==> src/rtl/nn_cost_window_integrator_if.sv <==
// Handshake/data bundle between the window integrator and its producer/consumer.
// The master side drives the error stream and control; the slave side is the integrator.
interface nn_cost_window_integrator_if #(
   parameter int unsigned CntW = 10
) ();
   logic                   start;
   logic                   abort;
   logic                   err_bit;
   logic                   err_sign;
   logic                   ack;
   logic                   busy;
   logic signed [CntW-1:0] result;
   logic                   result_valid;
   logic                   err_zero;
   logic                   sat;

   modport master (
      output start, abort, err_bit, err_sign, ack,
      input  busy, result, result_valid, err_zero, sat
   );

   modport slave (
      input  start, abort, err_bit, err_sign, ack,
      output busy, result, result_valid, err_zero, sat
   );
endinterface

==> src/rtl/nn_cost_window_integrator.sv <==
// Integrates a signed stochastic error stream over a fixed window into a saturating count and
// hands the result to the consumer through a VALID/ACK handshake.
module nn_cost_window_integrator #(
   parameter int unsigned WindowLen = 256,
   parameter int unsigned WinW      = 9,
   parameter int unsigned CntW      = 10,
   parameter int unsigned Deadband  = 2
) (
   input logic                        clk_i,
   input logic                        rst_ni,
   nn_cost_window_integrator_if.slave bus_io
);

   // Symmetric clamp: the most-negative code is never produced.
   localparam logic signed [CntW-1:0] AccMax = {1'b0, {(CntW-1){1'b1}}};
   localparam logic signed [CntW-1:0] AccMin = -AccMax;
   localparam logic signed [CntW-1:0] AccOne = CntW'(1);
   localparam logic signed [CntW-1:0] DbPos  = CntW'(Deadband);
   localparam logic signed [CntW-1:0] DbNeg  = -DbPos;
   localparam logic [WinW-1:0]        WinLast = WinW'(WindowLen - 1);

   typedef enum logic [1:0] {StIdle, StRun, StDone} state_e;

   state_e                 state_q, state_d;
   logic signed [CntW-1:0] acc_q, acc_d, acc_upd;
   logic signed [CntW-1:0] result_q, result_d;
   logic [WinW-1:0]        win_q, win_d;
   logic                   valid_q, valid_d;
   logic                   zero_q, zero_d;
   logic                   sat_q, sat_d;
   logic                   clamp;

   always_comb begin
      acc_upd = acc_q;
      clamp   = 1'b0;
      if (bus_io.err_bit) begin
         if (!bus_io.err_sign) begin
            if (acc_q == AccMax) clamp = 1'b1;
            else                 acc_upd = acc_q + AccOne;
         end else begin
            if (acc_q == AccMin) clamp = 1'b1;
            else                 acc_upd = acc_q - AccOne;
         end
      end
   end

   always_comb begin
      state_d  = state_q;
      acc_d    = acc_q;
      win_d    = win_q;
      result_d = result_q;
      valid_d  = valid_q;
      zero_d   = zero_q;
      sat_d    = sat_q;
      if (bus_io.abort) begin
         state_d = StIdle;
         valid_d = 1'b0;
      end else begin
         unique case (state_q)
            StIdle: begin
               if (bus_io.start) begin
                  state_d = StRun;
                  acc_d   = '0;
                  win_d   = '0;
                  sat_d   = 1'b0;
               end
            end
            StRun: begin
               acc_d = acc_upd;
               win_d = win_q + 1'b1;
               sat_d = sat_q | clamp;
               if (win_q == WinLast) begin
                  result_d = acc_upd;
                  valid_d  = 1'b1;
                  zero_d   = (acc_upd <= DbPos) && (acc_upd >= DbNeg);
                  state_d  = StDone;
               end
            end
            StDone: begin
               if (bus_io.ack) begin
                  valid_d = 1'b0;
                  // ACK with START chains straight into the next window.
                  if (bus_io.start) begin
                     state_d = StRun;
                     acc_d   = '0;
                     win_d   = '0;
                     sat_d   = 1'b0;
                  end else begin
                     state_d = StIdle;
                  end
               end
            end
            default: state_d = StIdle;
         endcase
      end
   end

   always_ff @(posedge clk_i or negedge rst_ni) begin
      if (!rst_ni) begin
         state_q  <= StIdle;
         acc_q    <= '0;
         win_q    <= '0;
         result_q <= '0;
         valid_q  <= 1'b0;
         zero_q   <= 1'b0;
         sat_q    <= 1'b0;
      end else begin
         state_q  <= state_d;
         acc_q    <= acc_d;
         win_q    <= win_d;
         result_q <= result_d;
         valid_q  <= valid_d;
         zero_q   <= zero_d;
         sat_q    <= sat_d;
      end
   end

   assign bus_io.busy         = (state_q == StRun);
   assign bus_io.result       = result_q;
   assign bus_io.result_valid = valid_q;
   assign bus_io.err_zero     = zero_q & valid_q;
   assign bus_io.sat          = sat_q;

endmodule
==> src/flat_wrapper.sv <==
// flat-port wrapper written by rule: the top's interface ports become plain ports
module nn_cost_window_integrator_flat 
#(
   parameter int unsigned WindowLen = 256,
   parameter int unsigned WinW      = 9,
   parameter int unsigned CntW      = 10,
   parameter int unsigned Deadband  = 2
)
  (clk_i, rst_ni, bus_io_start, bus_io_abort, bus_io_err_bit, bus_io_err_sign, bus_io_ack, bus_io_busy, bus_io_result, bus_io_result_valid, bus_io_err_zero, bus_io_sat);
  nn_cost_window_integrator_if #(.CntW(CntW)) bus_io_i ();
  input logic clk_i;
  input logic rst_ni;
  input wire logic [$bits(bus_io_i.start)-1:0] bus_io_start;
  input wire logic [$bits(bus_io_i.abort)-1:0] bus_io_abort;
  input wire logic [$bits(bus_io_i.err_bit)-1:0] bus_io_err_bit;
  input wire logic [$bits(bus_io_i.err_sign)-1:0] bus_io_err_sign;
  input wire logic [$bits(bus_io_i.ack)-1:0] bus_io_ack;
  output wire logic [$bits(bus_io_i.busy)-1:0] bus_io_busy;
  output wire logic [$bits(bus_io_i.result)-1:0] bus_io_result;
  output wire logic [$bits(bus_io_i.result_valid)-1:0] bus_io_result_valid;
  output wire logic [$bits(bus_io_i.err_zero)-1:0] bus_io_err_zero;
  output wire logic [$bits(bus_io_i.sat)-1:0] bus_io_sat;
  assign bus_io_i.start = bus_io_start;
  assign bus_io_i.abort = bus_io_abort;
  assign bus_io_i.err_bit = bus_io_err_bit;
  assign bus_io_i.err_sign = bus_io_err_sign;
  assign bus_io_i.ack = bus_io_ack;
  assign bus_io_busy = bus_io_i.busy;
  assign bus_io_result = bus_io_i.result;
  assign bus_io_result_valid = bus_io_i.result_valid;
  assign bus_io_err_zero = bus_io_i.err_zero;
  assign bus_io_sat = bus_io_i.sat;
  nn_cost_window_integrator #(.WindowLen(WindowLen), .WinW(WinW), .CntW(CntW), .Deadband(Deadband)) u_core (.clk_i(clk_i), .rst_ni(rst_ni), .bus_io(bus_io_i));
endmodule
==> config.mk <==
export PLATFORM = sky130hd
export DESIGN_NAME = nn_cost_window_integrator_flat
export DESIGN_NICKNAME = d
export VERILOG_FILES = /design/src/rtl/nn_cost_window_integrator_if.sv /design/src/rtl/nn_cost_window_integrator.sv /design/src/flat_wrapper.sv
export SDC_FILE = /design/constraint.sdc
export NUM_CORES = 1
export LEC_CHECK = 0
export CAP_MARGIN = 20
export CORE_ASPECT_RATIO = 1.25
export CORE_MARGIN = 8
export CORE_UTILIZATION = 57
export CTS_CLUSTER_DIAMETER = 200
export CTS_CLUSTER_SIZE = 10
export DETAILED_ROUTE_END_ITERATION = 8
export PLACE_DENSITY = 0.8
export REMOVE_ABC_BUFFERS = 1
export SLEW_MARGIN = 20
export SYNTH_ARGS = -nofsm -noshare
export SYNTH_HDL_FRONTEND = slang
export SYNTH_SLANG_ARGS = --single-unit
==> constraint.sdc <==
create_clock -name clk_i -period 3.35 [get_ports clk_i]
set_input_delay 0.5025 -clock clk_i [delete_from_list [all_inputs] [get_ports clk_i]]
set_output_delay 0.5025 -clock clk_i [all_outputs]
set_load 0.005 [all_outputs]
==> metrics.txt <==
initial antenna violation count=0; Post-Synthesis Cells=254; Finished Layout Cells=316; gr usage total=18.52%; Reg area=850.8 sq um; Clock Latency Late Sink=0.28 ns; Multi-input gate area=1231 sq um; CP max stage cell=clkdlybuf4s50_1; routed vias/inst=6.095; pwr dens=469.6 nW/um^2; Final ANT Viol Nets=0; Rel. slew slack=63.51%; # resized after CTS=0; biggest cell delay along the critical path=0.62 ns; Final Hold Viols=0; most frequent cells in the layout=nand2_1 (42), dfrtp_1 (34), clkdlybuf4s50_1 (20); cts bufs inserted=5; VDD IR max=0.3883 mV; Buffers & Inverters on Critical Path=1; gpl congestion=0.9198; Leakage Power=1.081 nW; crit share post-route=81.88%; Slew @ Worst Pin=0.5474 ns; crit path launch type=input pin; Final Max Slew Viols=0; most common cell after layout, fill and taps aside=nand2_1; port bufs=20; CP max FO=14; vias in the first global route=1934; pre-CTS worst setup slack=0.3420 ns; Post-Syn Area=2197 sq um; core area=3754 sq um; layout cells sized above 1=11.59%; postcts setup bufs=0; ANT cells=0; DPL Wire Length=3.817 mm; RSZ-0062 raised after global routing=no; Initial Util=58.53%; fraction of registers with async set/reset=100.0%; Clock Skew=0.006666 ns; status=complete, no violations; synth-to-layout area growth=15.95%; # clock sinks=34; Crit Path Category=in -> reg; CP endpoint kind=register; Vias=1926; GRT overflow=0; Fill cells=311; worst path required time=3.56 ns; post-synthesis register bit count=34; clk buf depth=2; worst path cell trace=clkdlybuf4s50_1, nand4b_1, nor4_1, a211oi_1, a41oi_2, nand3_1, or4_1, o21ai_1; CP top delay family=simple AND/OR/NAND/NOR gates; TritonRoute pass-1 iters=6; Min Clock Period, post-route=2.743 ns; clk root buf=clkbuf_8; die width=71.53 um; routed wire length=5.186 mm; H-tree levels=2; drt wl/cell=16.41 um; sequential share of the synthesized area=38.72%; Synth cell types=59; Max Clk Rate=364.6 MHz; Layout Nets=287; Most used DFF post-synth=dfrtp_1; row cnt=25; hold_buf cts=0; setup_tns=0 ns; setup ws final=0.6070 ns; CTS tree=yes; clk slew on worst S/H paths=0.07 ns; Post-route DRC=0; first-pass GRT wire length=9.032 mm; largest net degree at the start of global routing=35; Setup-failing EPs final=0; placed cells=308; Syn. warnings=0; Post-synth EDFFs=0; worst hold-check path type=reg -> reg; die footprint=6110 sq um; Die H=85.42 um; Worst EP arrival=2.96 ns; max-cap violations=0; Avg Cell Area, Syn=8.650 sq um; num ports=21; Iter 0 DRT Violations=171
## registers in the layout, summed over array words and instances, names as in the netlist
name / flops
u_core.bus_io.result: 10
u_core.zero_q: 1
u_core.bus_io.sat: 1
u_core.win_q: 9
u_core.bus_io.result_valid: 1
u_core.state_q: 2
u_core.acc_q: 10
## area by class of cell
class,instances,area share [%]
multi-input combinational,195,48.33
clock buffer,8,4.322
tap,40,1.965
inverter,10,1.473
timing repair buffer,29,10.51
sequential,34,33.40
## worst register-to-register path: stages, from the launching register on
cell and delay (ns):
dfrtp_1 0.49, or4_4 0.53, or4_4 0.58, and3_4 0.23, nand2_1 0.08, xor2_1 0.10, or4_1 0.52, o21ai_1 0.14
## routing by layer
metal / up-vias / track usage, % / routed length (um)
li1: 953 / - / -
met1: 918 / 22.34 / 2325
met2: 47 / 30.74 / 2556
met3: 8 / 3.538 / 205
met4: 0 / 8.752 / 99
met5: - / 0 / 0
## where the power goes
group          leakage [nW]  internal (W)  switching, W
registers             0.468      0.000439     0.0000403
clock network        0.0575      0.000207      0.000145
logic                 0.556      0.000155      0.000210
## metrics by stage
step                util (%)  total power (W)  hold slack, ns  area (sq um)
floorplan                  -        0.0007284          0.2069          2120
finish                 67.87         0.001196          0.4838          2547
CTS                    67.87         0.001203          0.4880          2547
detailed placement     64.93        0.0008456          0.4720          2437
global route           67.87         0.001265          0.5099          2547
global placement       64.93        0.0008433          0.4635          2437
## path summary, 6_finish.rpt
check / slack, ns / to / startpoint / cells after the start
worst min register to register: 0.48 / u_core.bus_io.result[6] / u_core.bus_io.result[6] / 2
min in group asynchronous: 0.61 / u_core.bus_io.result[1] / rst_ni / 2
worst min-delay path: 0.48 / u_core.bus_io.result[6] / u_core.bus_io.result[6] / 2
max in group asynchronous: 2.42 / u_core.win_q[3] / rst_ni / 2
worst max-delay path: 0.61 / u_core.zero_q / bus_io_err_sign / 8
worst max register to register: 0.62 / u_core.zero_q / u_core.acc_q[2] / 7
## cells in the mapped netlist (all sizes together) (5+ instances only)
cell | number | area [sq um]
nor2b | 5 | 31.28
clkbuf | 10 | 37.54
o22ai | 8 | 50.05
inv | 10 | 37.54
nand3 | 9 | 45.04
nand2b | 6 | 37.54
buf | 5 | 40.04
xor2 | 7 | 61.31
a21oi | 5 | 25.02
dfrtp | 34 | 850.8
or4 | 5 | 45.04
nand2 | 42 | 157.7
ha | 5 | 62.56
nor3 | 5 | 30.03
o21ai | 17 | 85.08
nor2 | 19 | 71.32
## logic make-up after synthesis
kind of cell	Yosys count	share of synthesized area [%]
xor gates and xnor gates	10	4.328
AOI/OAI and AO/OA	57	17.88
and+or+nand+nor	121	30.01
buffers and inverters	25	5.240
adders and majority gates	5	2.847
muxes	2	0.9681
DFF	34	38.72
Power figures use the tool's default switching activity.
==> RTL edit: new RTL, same flow settings <==
The 3 states of `state_e` get a one-hot encoding in 3 bits.
--- a/src/rtl/nn_cost_window_integrator.sv
+++ b/src/rtl/nn_cost_window_integrator.sv
@@ -20,5 +20,5 @@
    localparam logic [WinW-1:0]        WinLast = WinW'(WindowLen - 1);
 
-   typedef enum logic [1:0] {StIdle, StRun, StDone} state_e;
+   typedef enum logic [2:0] {StIdle = 3'b001, StRun = 3'b010, StDone = 3'b100} state_e;
 
    state_e                 state_q, state_d;
Behaviour: same outputs for any inputs over 10 cycles, from zero or initial values and one cycle with rst_ni low; not proved beyond that.
==> RTL edit against the original RTL <==
Sequential share of layout area increased by 2.3 points. Worst setup slack improved by 0.13 ns. Wire length decreased by 3.2%. Sequential cell count increased by 1. First-iteration DRC count increased by 0.58%. Synthesized area increased by 0.11%. Worst hold slack got worse by 0.0056 ns. Final area decreased by 3.7%.
Power is not compared: it rests on default switching activity, and its combinational part moved more than twofold at a synthesized area within 25%.
==> RTL edit: results (changes against the original RTL) <==
- Area share of fa/ha/maj cells after synthesis: 2.844% (-0.0032 points)
- Wire length of the first global-routing pass: 8.700 mm (-3.7%)
- Initial DRC count: 172 (+0.58%)
- Fillcell total: 333 (+7.1%)
- Max incr delay on CP: 0.74 ns (+0.12 ns)
- List of most frequent post-synthesis cells: 36 x nand2_1, 34 x dfrtp_1, 34 x o21ai_0, 14 x nor2_1
- HP Start: u_core.bus_io.result[9]$_DFFE_PN0P_
- Hold Path End: u_core.bus_io.result[9]$_DFFE_PN0P_
- Placement Cell Area: 0.002374 mm² (-2.6%)
- Post-Synth XOR/XNOR Area: 3.129% (-1.2 points)
- GPL Wtd Cong: 0.8795 (-4.4%)
- Sequential area share after synthesis: 39.87% (+1.2 points)
- Dominant cells by area after synthesis: dfrtp_1 39%, o21ai_0 7.7%, nand2_1 6.1%
- Post-Layout Cell Count: 304 (-3.8%)
- Total Wirelength: 5.022 mm (-3.2%)
- Post-placement setup slack: 0.4762 ns (+0.1342 ns)
- Avg Synthesized Cell Area: 8.763 µm² (+1.3%)
- Status: complete, no violations
- Hold Slack: 0.4782 ns (-0.005555 ns)
- Origin of the worst setup path: bus_io_err_bit
- R2r setup slk: 0.82 ns (+0.20 ns)
- Normalized max-slew margin: 64.48% (+0.97 points)
- Fin Clk Skew: 0.007290 ns (+0.0006241 ns)
- Post-synthesis compound-gate area fraction: 18.94% (+1.1 points)
- Mux share of post-synthesis cell area: 1.934% (+0.97 points)
- Critical R2R Launch: u_core.acc_q[5]$_DFFE_PN0P_
- Post-DP HPWL: 3.544 mm (-7.2%)
- Vias/cell: 6.184 (+1.5%)
- Crit Path Max Fanout: 13 (-1)
- Drt pass-1 iters: 7 (+1)
- Worst EP arrival: 2.82 ns (-0.14 ns)
- Gr usage total: 17.76% (-0.76 points)
- Vias in the first global route: 1810 (-6.4%)
[RTL edit: cell types whose count changed after synthesis, sizes merged, moves of 4 or more]
| cell | unedited run | this run |
|---|---|---|
| nand4 | 4 | 9 |
| o22ai | 8 | 2 |
| xor2 | 7 | 3 |
| nand2 | 42 | 36 |
| o21ai | 17 | 34 |
| nor2 | 19 | 14 |
[RTL edit: tightest hold or removal path: stages (launching register included)]
cell     delay (ns)
dfrtp_1        0.34
nand2_1        0.04
o21ai_0        0.06
[RTL edit: cell type report]
cell class	instances	area (µm²)	area share, %
clock buffer	8	80.08	3.264
inverter	7	26.28	1.071
multi-input combinational	192	1205	49.11
sequential	35	877.1	35.75
tap	40	50.05	2.040
timing repair buffer	22	215.2	8.771
[RTL edit: metal layers]
layer	global-route usage [%]	wire [µm]	share of wire, %	up-vias
met5	0	0	0	-
met3	3.656	236	4.7	10
li1	-	-	-	926
met1	21.62	2181	43	885
met2	29.56	2510	50	59
met4	7.263	93	1.9	0
[RTL edit: how the worst max path moves through the flow]
stage	endpoint	slack, ns	depth (start not counted)
after floorplan	u_core.zero_q$_DFFE_PN0P_	1.21	8
after global placement	u_core.zero_q$_DFFE_PN0P_	0.52	8
after detailed placement	u_core.zero_q$_DFFE_PN0P_	0.48	8
after CTS	u_core.zero_q$_DFFE_PN0P_	0.77	8
after global routing	u_core.zero_q$_DFFE_PN0P_	0.60	8
final	u_core.zero_q$_DFFE_PN0P_	0.73	8
[RTL edit: logic make-up (layout without fill, tap and decap cells)]
logic type      after synthesis  after routing
mux                           4              4
xor+xnor                      7              7
fa+ha+maj                     5              5
simple gates                111            111
compound gates               65             65
flops                        35             35
buf+inv                      24             37
